[config.mk]
export PLATFORM = sky130hd
export DESIGN_NAME = button_debounce
export DESIGN_NICKNAME = d
export VERILOG_FILES = /design/src/rtl/button_debounce.sv
export SDC_FILE = /design/constraint.sdc
export NUM_CORES = 1
export LEC_CHECK = 0
export ABC_AREA = 1
export CAP_MARGIN = 20
export CORE_ASPECT_RATIO = 0.7
export CORE_MARGIN = 3
export CORE_UTILIZATION = 62
export CTS_BUF_LIST = sky130_fd_sc_hd__clkbuf_2 sky130_fd_sc_hd__clkbuf_4 sky130_fd_sc_hd__clkbuf_8
export DETAILED_ROUTE_END_ITERATION = 8
export PLACE_DENSITY = 0.84
export RECOVER_POWER = 100
export SYNTH_ARGS = -nofsm -noshare
export SYNTH_HDL_FRONTEND = slang
export SYNTH_SLANG_ARGS = --single-unit
[constraint.sdc]
create_clock -name clk -period 1.9 [get_ports clk]
set_input_delay 0.38 -clock clk [delete_from_list [all_inputs] [get_ports clk]]
set_output_delay 0.38 -clock clk [all_outputs]
set_load 0.05 [all_outputs]
[src/rtl/button_debounce.sv]
// rtl/button_debounce.sv - debounced push-button level with press, release and long-press pulses
//
// Ports:
//   clk           in   system clock
//   rst_n         in   synchronous active-low reset
//   btn_in        in   raw asynchronous button pin
//   pressed       out  debounced level, 1 = button held
//   press_pulse   out  one-cycle pulse when a press is accepted
//   release_pulse out  one-cycle pulse when a release is accepted
//   long_pulse    out  one-cycle pulse once a press has been held for LONG_MS
//
// Optional feature macro: BUTTON_LONG_PRESS_EN builds the hold counter and
// long_pulse logic; when undefined, long_pulse is tied to 0.
module button_debounce #(
    parameter int CLOCK_MHZ   = 27,
    parameter int DEBOUNCE_MS = 10,
    parameter int LONG_MS     = 1000,
    parameter bit ACTIVE_LOW  = 1'b1
) (
    input  logic clk,
    input  logic rst_n,
    input  logic btn_in,
    output logic pressed,
    output logic press_pulse,
    output logic release_pulse,
    output logic long_pulse
);

    localparam longint DB_PROD   = longint'(CLOCK_MHZ) * 1000 * longint'(DEBOUNCE_MS);
    localparam longint LONG_PROD = longint'(CLOCK_MHZ) * 1000 * longint'(LONG_MS);

    localparam int DB_CYCLES = (DB_PROD < 1) ? 1 : int'(DB_PROD);
    localparam int DB_W      = (DB_CYCLES > 1) ? $clog2(DB_CYCLES) : 1;
    localparam logic [DB_W-1:0] DB_LAST = DB_W'(DB_CYCLES - 1);

    // Pin level while the button is not pressed.
    localparam logic PIN_IDLE = ACTIVE_LOW;

    // Counter arithmetic is 32-bit signed; larger products would wrap.
    if (DB_PROD >= 64'sh8000_0000 || LONG_PROD >= 64'sh8000_0000) begin : g_bad_timing
        $error("button_debounce: CLOCK_MHZ*1000*ms product must be below 2^31");
    end

    typedef enum logic [1:0] {
        RELEASED,
        ARM_PRESS,
        HELD,
        ARM_RELEASE
    } state_t;

    state_t          state;
    logic [DB_W-1:0] db_cnt;
    logic            sync1;
    logic            sync2;
    logic            s;

    // Two-flop synchronizer; resetting to the idle pin level keeps a
    // button held through reset from looking pressed until it is re-sampled.
    always_ff @(posedge clk) begin
        if (!rst_n) begin
            sync1 <= PIN_IDLE;
            sync2 <= PIN_IDLE;
        end else begin
            sync1 <= btn_in;
            sync2 <= sync1;
        end
    end

    // Normalized sample: 1 = pressed regardless of pin polarity.
    assign s = sync2 ^ ACTIVE_LOW;

    always_ff @(posedge clk) begin
        if (!rst_n) begin
            state         <= RELEASED;
            db_cnt        <= '0;
            pressed       <= 1'b0;
            press_pulse   <= 1'b0;
            release_pulse <= 1'b0;
        end else begin
            press_pulse   <= 1'b0;
            release_pulse <= 1'b0;
            case (state)
                RELEASED: begin
                    if (s) begin
                        state  <= ARM_PRESS;
                        db_cnt <= '0;
                    end
                end
                ARM_PRESS: begin
                    if (!s) begin
                        state  <= RELEASED;
                        db_cnt <= '0;
                    end else if (db_cnt == DB_LAST) begin
                        state       <= HELD;
                        db_cnt      <= '0;
                        pressed     <= 1'b1;
                        press_pulse <= 1'b1;
                    end else begin
                        db_cnt <= db_cnt + 1'b1;
                    end
                end
                HELD: begin
                    if (!s) begin
                        state  <= ARM_RELEASE;
                        db_cnt <= '0;
                    end
                end
                ARM_RELEASE: begin
                    if (s) begin
                        state  <= HELD;
                        db_cnt <= '0;
                    end else if (db_cnt == DB_LAST) begin
                        state         <= RELEASED;
                        db_cnt        <= '0;
                        pressed       <= 1'b0;
                        release_pulse <= 1'b1;
                    end else begin
                        db_cnt <= db_cnt + 1'b1;
                    end
                end
                default: begin
                    state  <= RELEASED;
                    db_cnt <= '0;
                end
            endcase
        end
    end

`ifdef BUTTON_LONG_PRESS_EN
    localparam int LONG_CYCLES = (LONG_PROD < 1) ? 1 : int'(LONG_PROD);
    localparam int LONG_W      = (LONG_CYCLES > 1) ? $clog2(LONG_CYCLES) : 1;
    localparam logic [LONG_W-1:0] LONG_LAST = LONG_W'(LONG_CYCLES - 1);

    logic [LONG_W-1:0] hold_cnt;
    logic              long_fired;
    logic              press_done;
    logic              release_done;
    logic              holding;

    assign press_done   = (state == ARM_PRESS) && s && (db_cnt == DB_LAST);
    assign release_done = (state == ARM_RELEASE) && !s && (db_cnt == DB_LAST);
    // ARM_RELEASE still counts so release bounce does not restart the hold time.
    assign holding      = (state == HELD) || (state == ARM_RELEASE);

    always_ff @(posedge clk) begin
        if (!rst_n) begin
            hold_cnt   <= '0;
            long_fired <= 1'b0;
            long_pulse <= 1'b0;
        end else begin
            long_pulse <= 1'b0;
            if (press_done) begin
                hold_cnt   <= '0;
                long_fired <= 1'b0;
            end else if (holding) begin
                if (hold_cnt != LONG_LAST) begin
                    hold_cnt <= hold_cnt + 1'b1;
                end
                // A release completing on the same edge takes priority.
                if (hold_cnt == LONG_LAST && !long_fired && !release_done) begin
                    long_pulse <= 1'b1;
                    long_fired <= 1'b1;
                end
            end
        end
    end
`else
    assign long_pulse = 1'b0;
`endif

endmodule

# Yosys cells after proc, flatten, opt, wreduce, memory -nomap -nowiden
# Index checks and enable logic that the tools add are counted.
dict set report op_classes {
  n_reduce_logical 7
  bitwise_logic 2
  addsub 1
  mux 19
  eq_ne 12
}
# op count
set ops {}
lappend ops {{19-bit two-way mux} 5}
lappend ops {{19-bit case mux with 4 select lines} 1}
lappend ops {{19-bit by 1-bit adder with 19-bit output (second input constant)} 1}
lappend ops {{19-bit equality test (second input constant)} 1}
lappend ops {{2-bit two-way mux} 6}
lappend ops {{2-bit != test (second input constant)} 6}
lappend ops {{2-bit case mux with 4 select lines} 1}
lappend ops {{3-bit != test (second input constant)} 2}
lappend ops {{1-bit two-way mux} 5}
lappend ops {{5-bit AND reduction} 1}
lappend ops {{2-bit equality test (second input constant)} 2}
lappend ops {{4-bit AND reduction} 1}
lappend ops {{3-bit AND reduction} 1}
lappend ops {{3-bit OR reduction} 1}
lappend ops {{2-bit by 1-bit equality test with 1-bit output (second input constant)} 1}
lappend ops {{2-bit zero test} 1}
lappend ops {{1-bit inverter} 2}
lappend ops {{1-bit case mux with 2 select lines} 1}
lappend ops {{2-bit AND reduction} 1}
lappend ops {{2-bit nonzero test} 1}
dict set report word_totals {
  wordCells 48
  ff_bits 26
  out_inout_bits 4
  inputBits 3
}

# Longest topological paths before layout
# Gate-level depths: netlist of the first run.
dict set report logic_depth {
  ltp_word 4
  mapped_depth 10
  ltp_nobuf 10
}

# Worst setup path after synthesis of the first run
# Ideal clock, no wire load.
dict set report synth_path {
  kind {reg2reg}
  startpoint {register db_cnt[0]}
  endpoint {register db_cnt[0]}
  path_stages_with_launch 9
  slack_ns 0.384
  period_less_slack_ns 1.516
  path_buffers 1
  setup_time_ns 0.115
  t_required_ns 1.785
  arrival_time_ns 1.402
  cell_sequence {dfxtp_1 -> ha_1 -> nand2_1 -> nor2_2 -> nand3_1 -> nor2_1 -> nor2_4 -> buf_6 -> o21a_1}
}
dict set report synth_via {
  elab_chain_len 4
  word_cells_on_any_way 6
  classes_between {add/sub: 1; eq/ne: 1; mux: 4}
}
# element line_no
set synth_rtl {}
lappend synth_rtl {{start: declaration} 52} ;# logic [DB_W-1:0] db_cnt;
lappend synth_rtl {{start signal: assignment} 99} ;# db_cnt <= db_cnt + 1'b1;
lappend synth_rtl {{start signal: assignment} 118} ;# db_cnt <= db_cnt + 1'b1;
lappend synth_rtl {{19-bit by 1-bit adder with 19-bit output or 19-bit equality test (tied branches)} --}
lappend synth_rtl {{19-bit two-way mux *} {93, 112}}
lappend synth_rtl {{19-bit two-way mux (on tied branches)} {109, 90}}
lappend synth_rtl {{19-bit case mux with 4 select lines *} 82} ;# case (state)
# Every way passes the cells marked *; elsewhere a longest branch is shown, timed or not.
# A chain may end at the register's enable or synchronous reset.

# Worst setup path in the final report of the first run
dict set report layout_path {
  startpoint {register press_pulse}
  endpoint {output port press_pulse}
}
# element line_no
set layout_rtl {}
lappend layout_rtl {{start: declaration} 24} ;# output logic press_pulse,
lappend layout_rtl {{start signal: assignment} 77} ;# press_pulse <= 1'b0;
lappend layout_rtl {{start signal: assignment} 80} ;# press_pulse <= 1'b0;
lappend layout_rtl {{start signal: assignment} 97} ;# press_pulse <= 1'b1;
# No word-level cell between the ends.

==> flow_summary.ini, run 1 <==
[sta]
relSlewSlack_pct = 59.3
period_share_pct = 96.1
setup_viol = 0
timing.final.ws_setup_ns = 0.0734
min_period_ns = 1.83
finClkSkew_ns = 0.00282
worstMarginPinSlew_ns = 0.614
max_freq_mhz = 547
tns_ns = 0
maxSlewViolCount = 0
rsz0062_at_grt = no
timing.final.hold_violations = 0

[power_and_ir_drop]
ir_worst_vdd_v = 0.000525
powerDensity_nw_per_um2 = 618
leakage_nw = 0.560
finalPower_uw = 964

[critical_path]
path_cells = clkdlybuf4s50_1
critPathTopFamily = buffers and inverters
reg2reg_depth = 9
slowest_delay_ns = 0.79
cp-end-kind = output pin
cp.required_ns = 1.52
cp.arrival_ns = 1.45
start_kind = flip-flop
worstReg2RegStart = db_cnt[0]
cp_num_buf_inv = 1
critPathSlowestCell = clkdlybuf4s50_1
crit_fanout = 1
crit_type = flip-flop to output pin
rrSetupSlack_ns = 0.18

[route]
num_vias = 1493
initialDrtViolationCount = 130
dr.pass1.iters = 4
drc_errors = 0
finalWirelength_um = 3390
routed_via_density = 5.57
wire_per_inst_um = 12.6
ant_nets = 0

[global_routing]
antenna_found_initial = 0
grt_max_degree = 19
grt_overflow_total = 0
grt_pass1_vias = 1223
grt_usage_pct = 23.8
grt_pass1_wl_um = 5440

[place]
dpl.hpwl_um = 2510
dpl_cell_area_um2 = 1550
post-place-ws_ns = 0.239
routabilityCongestion = 0.931
numPortBuffers = 5

[clocking]
cts_inserted_buffers = 3
root_buffer = clkbuf_4
path_clk_slew_ns = 0.14
cts_num_sinks = 26
clock_path_buffers = 2
cts_hold_buf = 0
tritoncts = yes
htree_levels = 1
clkLatencyLatePin_ns = 0.32

[layout]
diodes = 0
finish.utilization_pct = 71.3
fin_nets = 241
drive_above_1_share_pct = 8.47
final_area_um2 = 1560
area_growth_pct = 6.31

[min_path]
min_from = sync1
hp-class = flip-flop to flip-flop
holdPathStages = 1
holdPathEnd = sync2

[die]
num_rows = 14
initial_utilization_pct = 67.0
io_pins = 7
die_h_um = 46.7
die-area_um2 = 3000
core_area_um2 = 2190
die_w_um = 64.2

[synth]
synth_xor_xnor_area_share_pct = 1.79
yosysSeqAreaShare_pct = 35.5
synth_mux_area_share_pct = 0
synth_edf_count = 0
synth_nets = 233
avgSynthCellArea_um2 = 6.41
yosys_most_used_dff = dfxtp_1
synth_top_family_by_area = simple AND/OR/NAND/NOR gates
synthArstFlopShare_pct = 0
syn-cell-area_um2 = 1470
synthAdderAreaFrac_pct = 0.853
synth_compound_area_share_pct = 12.9
ys_types = 30
ys_warn_count = 0
synthSimpleGateAreaFrac_pct = 39.3
yosys_register_bits = 26
postSynthCellCount = 229

[outcome]
status = completed

[flow_run]
drv_cap = 0
report_power, final:
group / switching (mW) / internal (mW)
registers: 0.00990 / 0.554
logic: 0.0757 / 0.0379
clock network: 0.168 / 0.117
total: 0.254 / 0.710
layout make-up:
class                   count  area, um2
multi-input cells         170        791
fillers                   207        629
flip-flops and latches     26        520
inverters                  26       97.6
repair buffers             10       75.1
well taps                  32       40.0
clock buffers               4       36.3
layer usage:
| metal | wire length [um] | part of all wire (%) | global-route usage [%] | vias up |
|---|---|---|---|---|
| li1 | - | - | - | 741 |
| met1 | 1570 | 46 | 32.2 | 683 |
| met2 | 1520 | 45 | 38.0 | 65 |
| met3 | 273 | 8.1 | 6.34 | 4 |
| met4 | 18 | 0.53 | 7.14 | 0 |
| met5 | 0 | 0 | 0 | - |
worst register-to-register path, cell delays in order, from the launching register on:
cell and delay (ns):
dfxtp_1 0.43, ha_1 0.23, nand2_1 0.08, nor2_2 0.24, nand3_1 0.12, nor2_1 0.18, nor2_4 0.13, nor2_1 0.14
nor2_1 0.05, nor2_1 0.07
sequential cells by signal (all words and copies together) (netlist names), named ones only:
signal         flops
db_cnt            19
press_pulse        1
pressed            1
release_pulse      1
state              1
sync1              1
sync2              1
cell families (layout without fill, tap and decap cells):
family,Yosys count,after routing
compound gates,31,31
buf+inv,33,40
simple gates,134,134
fa+ha+maj,1,1
xor+xnor,3,3
flops,26,26
other cells,1,1
layout by cell type (no fill, tap or decap):
master and count:
o21ai_0 11, nor2_4 1, nor3_1 4, conb_1 1, o31ai_1 1, nand3_2 1
clkbuf_8 1, or2_2 3, nor2_1 26, buf_4 5, clkbuf_1 2, ha_1 1
a21oi_2 2, o21ai_2 1, xnor2_1 1, clkinv_1 1, dfxtp_1 26, xor2_1 2
nand2_1 71, clkbuf_4 3, dlygate4sd3_1 1, or2_1 1, inv_1 24, a21o_1 1
a21oi_1 14, clkdlybuf4s50_1 2, inv_2 1, nand3_1 20, nand4_1 5, o21a_1 1
nor2_2 2
synthesized netlist by cell type, drive strengths merged, types with 2 or more instances:
library cell | count | share of area (%)
o21ai | 12 | 4.3
dfxtp | 26 | 35
nand2 | 71 | 18
nand4 | 5 | 2.1
buf | 4 | 2.0
clkbuf | 3 | 0.85
nor2 | 29 | 8.1
a21oi | 16 | 7.0
inv | 25 | 6.4
nor3 | 4 | 1.4
nand3 | 21 | 7.8
xor2 | 2 | 1.2
or2 | 4 | 1.7
per-stage QoR:
step / hold WS, ns / cells
final: 0.441 / 268
after global routing: 0.465 / 268
after CTS: 0.446 / 268
after detailed placement: 0.412 / 264
after global placement: 0.399 / 264
after floorplan: 0.393 / 229
repair_timing:
action | CTS | global route
endpoints found under the setup margin | 0 | 3
buffers inserted | 0 | 0
resized for setup | 0 | 3
how the worst max path moves through the flow:
stage | from | endpoint | slack [ns] | depth (start not counted)
after floorplan | db_cnt[0] | db_cnt[0] | 0.38 | 8
after global placement | db_cnt[0] | state[0] | 0.29 | 8
after detailed placement | db_cnt[0] | state[0] | 0.24 | 8
after CTS | pressed | pressed | 0.02 | 1
after global routing | db_cnt[0] | flip-flop | 0.02 | 9
final | press_pulse | press_pulse | 0.07 | 1
Power figures use the tool's default switching activity.
==> inputs of run 2 (changes only) <==
--- a/config.mk
+++ b/config.mk
@@ -5,14 +5,14 @@
 export SDC_FILE = /design/constraint.sdc
 export NUM_CORES = 1
 export LEC_CHECK = 0
-export ABC_AREA = 1
 export CAP_MARGIN = 20
 export CORE_ASPECT_RATIO = 0.7
 export CORE_MARGIN = 3
-export CORE_UTILIZATION = 62
+export CORE_UTILIZATION = 61
 export CTS_BUF_LIST = sky130_fd_sc_hd__clkbuf_2 sky130_fd_sc_hd__clkbuf_4 sky130_fd_sc_hd__clkbuf_8
 export DETAILED_ROUTE_END_ITERATION = 8
-export PLACE_DENSITY = 0.84
+export HOLD_SLACK_MARGIN = 0.03
+export PLACE_DENSITY = 0.83
 export RECOVER_POWER = 100
 export SYNTH_ARGS = -nofsm -noshare
 export SYNTH_HDL_FRONTEND = slang
==> run 2 against run 1 <==
  * Wire length down 16%
  * Sequential share of layout area up 1.9 points
  * Core utilization up 5.3 points
  * Global-route usage down 0.68 points
  * Final area down 5.1%
  * Hold slack worse by 0.0055 ns
  * Sequential cell count unchanged
  * Die area down 9.3%
  * Via count down 17%
  * Clock-buffer cell count unchanged
  * Sequential power down 2%
  * Critical endpoint is now pressed
  * Largest power group unchanged
==> flow_summary.ini, run 2 <==
[layout]
largest_reg_flops = 19
area_growth_pct = 14.5
layout_common_cells = 25 x dfxtp_1, 16 x buf_4, 14 x nand2_1
finish.utilization_pct = 76.5
drive_above_1_share_pct = 14.6
fillerInstances = 141
top_register = db_cnt
final_common_cell = dfxtp_1
fin_cells = 193
diodes = 0
fin_nets = 176

[synth]
synth_nets = 156
yosys_register_bits = 26
synth_edf_count = 0
synthTopCellsByArea = dfxtp_1 40%, a31oi_1 5.3%, a21oi_1 5.0%, nand2_1 4.1%, nand3_1 3.5%
synth_top_cell_by_area = dfxtp_1
postSynthCellCount = 152
syn-cell-area_um2 = 1290
yosysSeqAreaShare_pct = 40.2
avgSynthCellArea_um2 = 8.51
netlist_top_cells_count = 26 x dfxtp_1, 14 x nand2_1, 13 x a21oi_1
yosysTopAreaCellShare_pct = 40.2
ys_warn_count = 0
synthArstFlopShare_pct = 0
synth.most_common_cell = dfxtp_1
yosys_most_used_dff = dfxtp_1
ys_types = 37

[clocking]
cts_hold_buf = 0
htree_levels = 1
cts_inserted_buffers = 3
path_clk_slew_ns = 0.14
post-cts-setup-buffers = 0
cts_num_sinks = 26
clkLatencyLatePin_ns = 0.33
tritoncts = yes
clock_path_buffers = 2
root_buffer = clkbuf_4

[place]
dp.cells = 189
dpl.hpwl_um = 2110
post-place-ws_ns = 0.0450
routabilityCongestion = 0.831
numPortBuffers = 5

[global_routing]
grt_pass1_wl_um = 4750
grt_usage_pct = 23.2
grt_overflow_total = 0
grt_pass1_vias = 1023
antenna_found_initial = 0
grt_max_degree = 19

[critical_path]
cp.required_ns = 2.14
path_cells = or4_4, nor4_4, and3_1, mux2_1, o21a_1
crit_fanout = 3
cp-end-kind = flip-flop
start_kind = flip-flop
critPathTopFamily = simple AND/OR/NAND/NOR gates
cp.arrival_ns = 2.11
critPathSlowestCell = or4_4
slowest_delay_ns = 0.54
cp_num_buf_inv = 0
crit_type = flip-flop to flip-flop

[sta]
max_freq_mhz = 534
worstMarginPinSlew_ns = 0.497
min_period_ns = 1.87
timing.final.ws_setup_ns = 0.0259
period_share_pct = 98.6
timing.final.hold_violations = 0
finClkSkew_ns = 0.00322
relSlewSlack_pct = 66.7
rsz0062_at_grt = yes
setup_viol = 0
maxSlewViolCount = 0

[die]
num_rows = 13
io_pins = 7
die_w_um = 61.0
initial_utilization_pct = 66.8
die_h_um = 44.5
core_area_um2 = 1940
die-area_um2 = 2720

[power_and_ir_drop]
powerDensity_nw_per_um2 = 585
ir_worst_vdd_v = 0.000470
leakage_nw = 0.526

[route]
highest_layer = met4
routed_via_density = 6.44
dr.pass1.iters = 4
initialDrtViolationCount = 143
drc_errors = 0
num_vias = 1242
finalWirelength_um = 2830
wire_per_inst_um = 14.7
wl_met2_um = 1200
ant_nets = 0
dr_wl_met3_um = 260
wirelength_met1_um = 1290

[min_path]
hp-class = flip-flop to flip-flop

[outcome]
status = completed

[flow_run]
drv_cap = 0
-- run 2: timing repair --
item	CTS	global route
setup endpoints to repair	1	2
hold endpoints to repair	0	0
gates cloned	0	0
gates resized for setup	1	1
-- run 2: worst paths after layout --
kind / start / to / slack [ns] / depth (start not counted)
worst max register to register: db_cnt[17] / pressed / 0.03 / 5
worst max-delay path: db_cnt[17] / pressed / 0.03 / 5
worst min register to register: sync1 / sync2 / 0.44 / 1
worst min-delay path: sync1 / sync2 / 0.44 / 1
-- run 2: cell families (layout without fill, tap and decap cells) --
group | Yosys count | count (layout) | synth area share (%)
buffers and inverters | 10 | 29 | 5.22
DFF | 26 | 26 | 40.2
AOI/OAI and AO/OA | 42 | 42 | 20.0
adders and majority gates | 1 | 1 | 0.967
xor gates and xnor gates | 3 | 3 | 2.03
other | 1 | 1 | 0.290
muxes | 4 | 4 | 3.19
and+or+nand+nor | 65 | 65 | 28.0
-- run 2: layer usage --
layer  global-route usage [%]  up-vias
met5                        0        -
met4                     3.46        0
met3                     5.83       18
met2                     34.0       66
met1                     34.6      555
li1                         -      603
-- run 2: power breakdown --
| group | internal, mW | switching [mW] | leakage (nW) |
|---|---|---|---|
| combinational | 0.0102 | 0.0231 | 0.294 |
| clock | 0.117 | 0.165 | 0.0210 |
| sequential | 0.548 | 0.00209 | 0.210 |
| total | 0.676 | 0.191 | 0.526 |
-- run 2: final cells by class --
cell class | instances | area [um2] | area share [%]
multi-input cells | 116 | 712 | 48.1
flip-flops and latches | 26 | 522 | 35.2
repair buffers | 22 | 173 | 11.7
clock buffers | 4 | 36.3 | 2.45
well taps | 22 | 27.5 | 1.86
inverters | 3 | 11.3 | 0.760
-- run 2: per-stage QoR --
step           instance area (um2)  setup TNS, ns  hold WS [ns]  power [mW]
6_report                      1480              0         0.436       0.866
5_1_grt                       1480        -0.0394         0.464       0.904
4_1_cts                       1480              0         0.442       0.868
3_5_place_dp                  1440              0         0.405       0.596
3_3_place_gp                  1440              0         0.404       0.594
2_1_floorplan                 1290              0         0.386       0.585
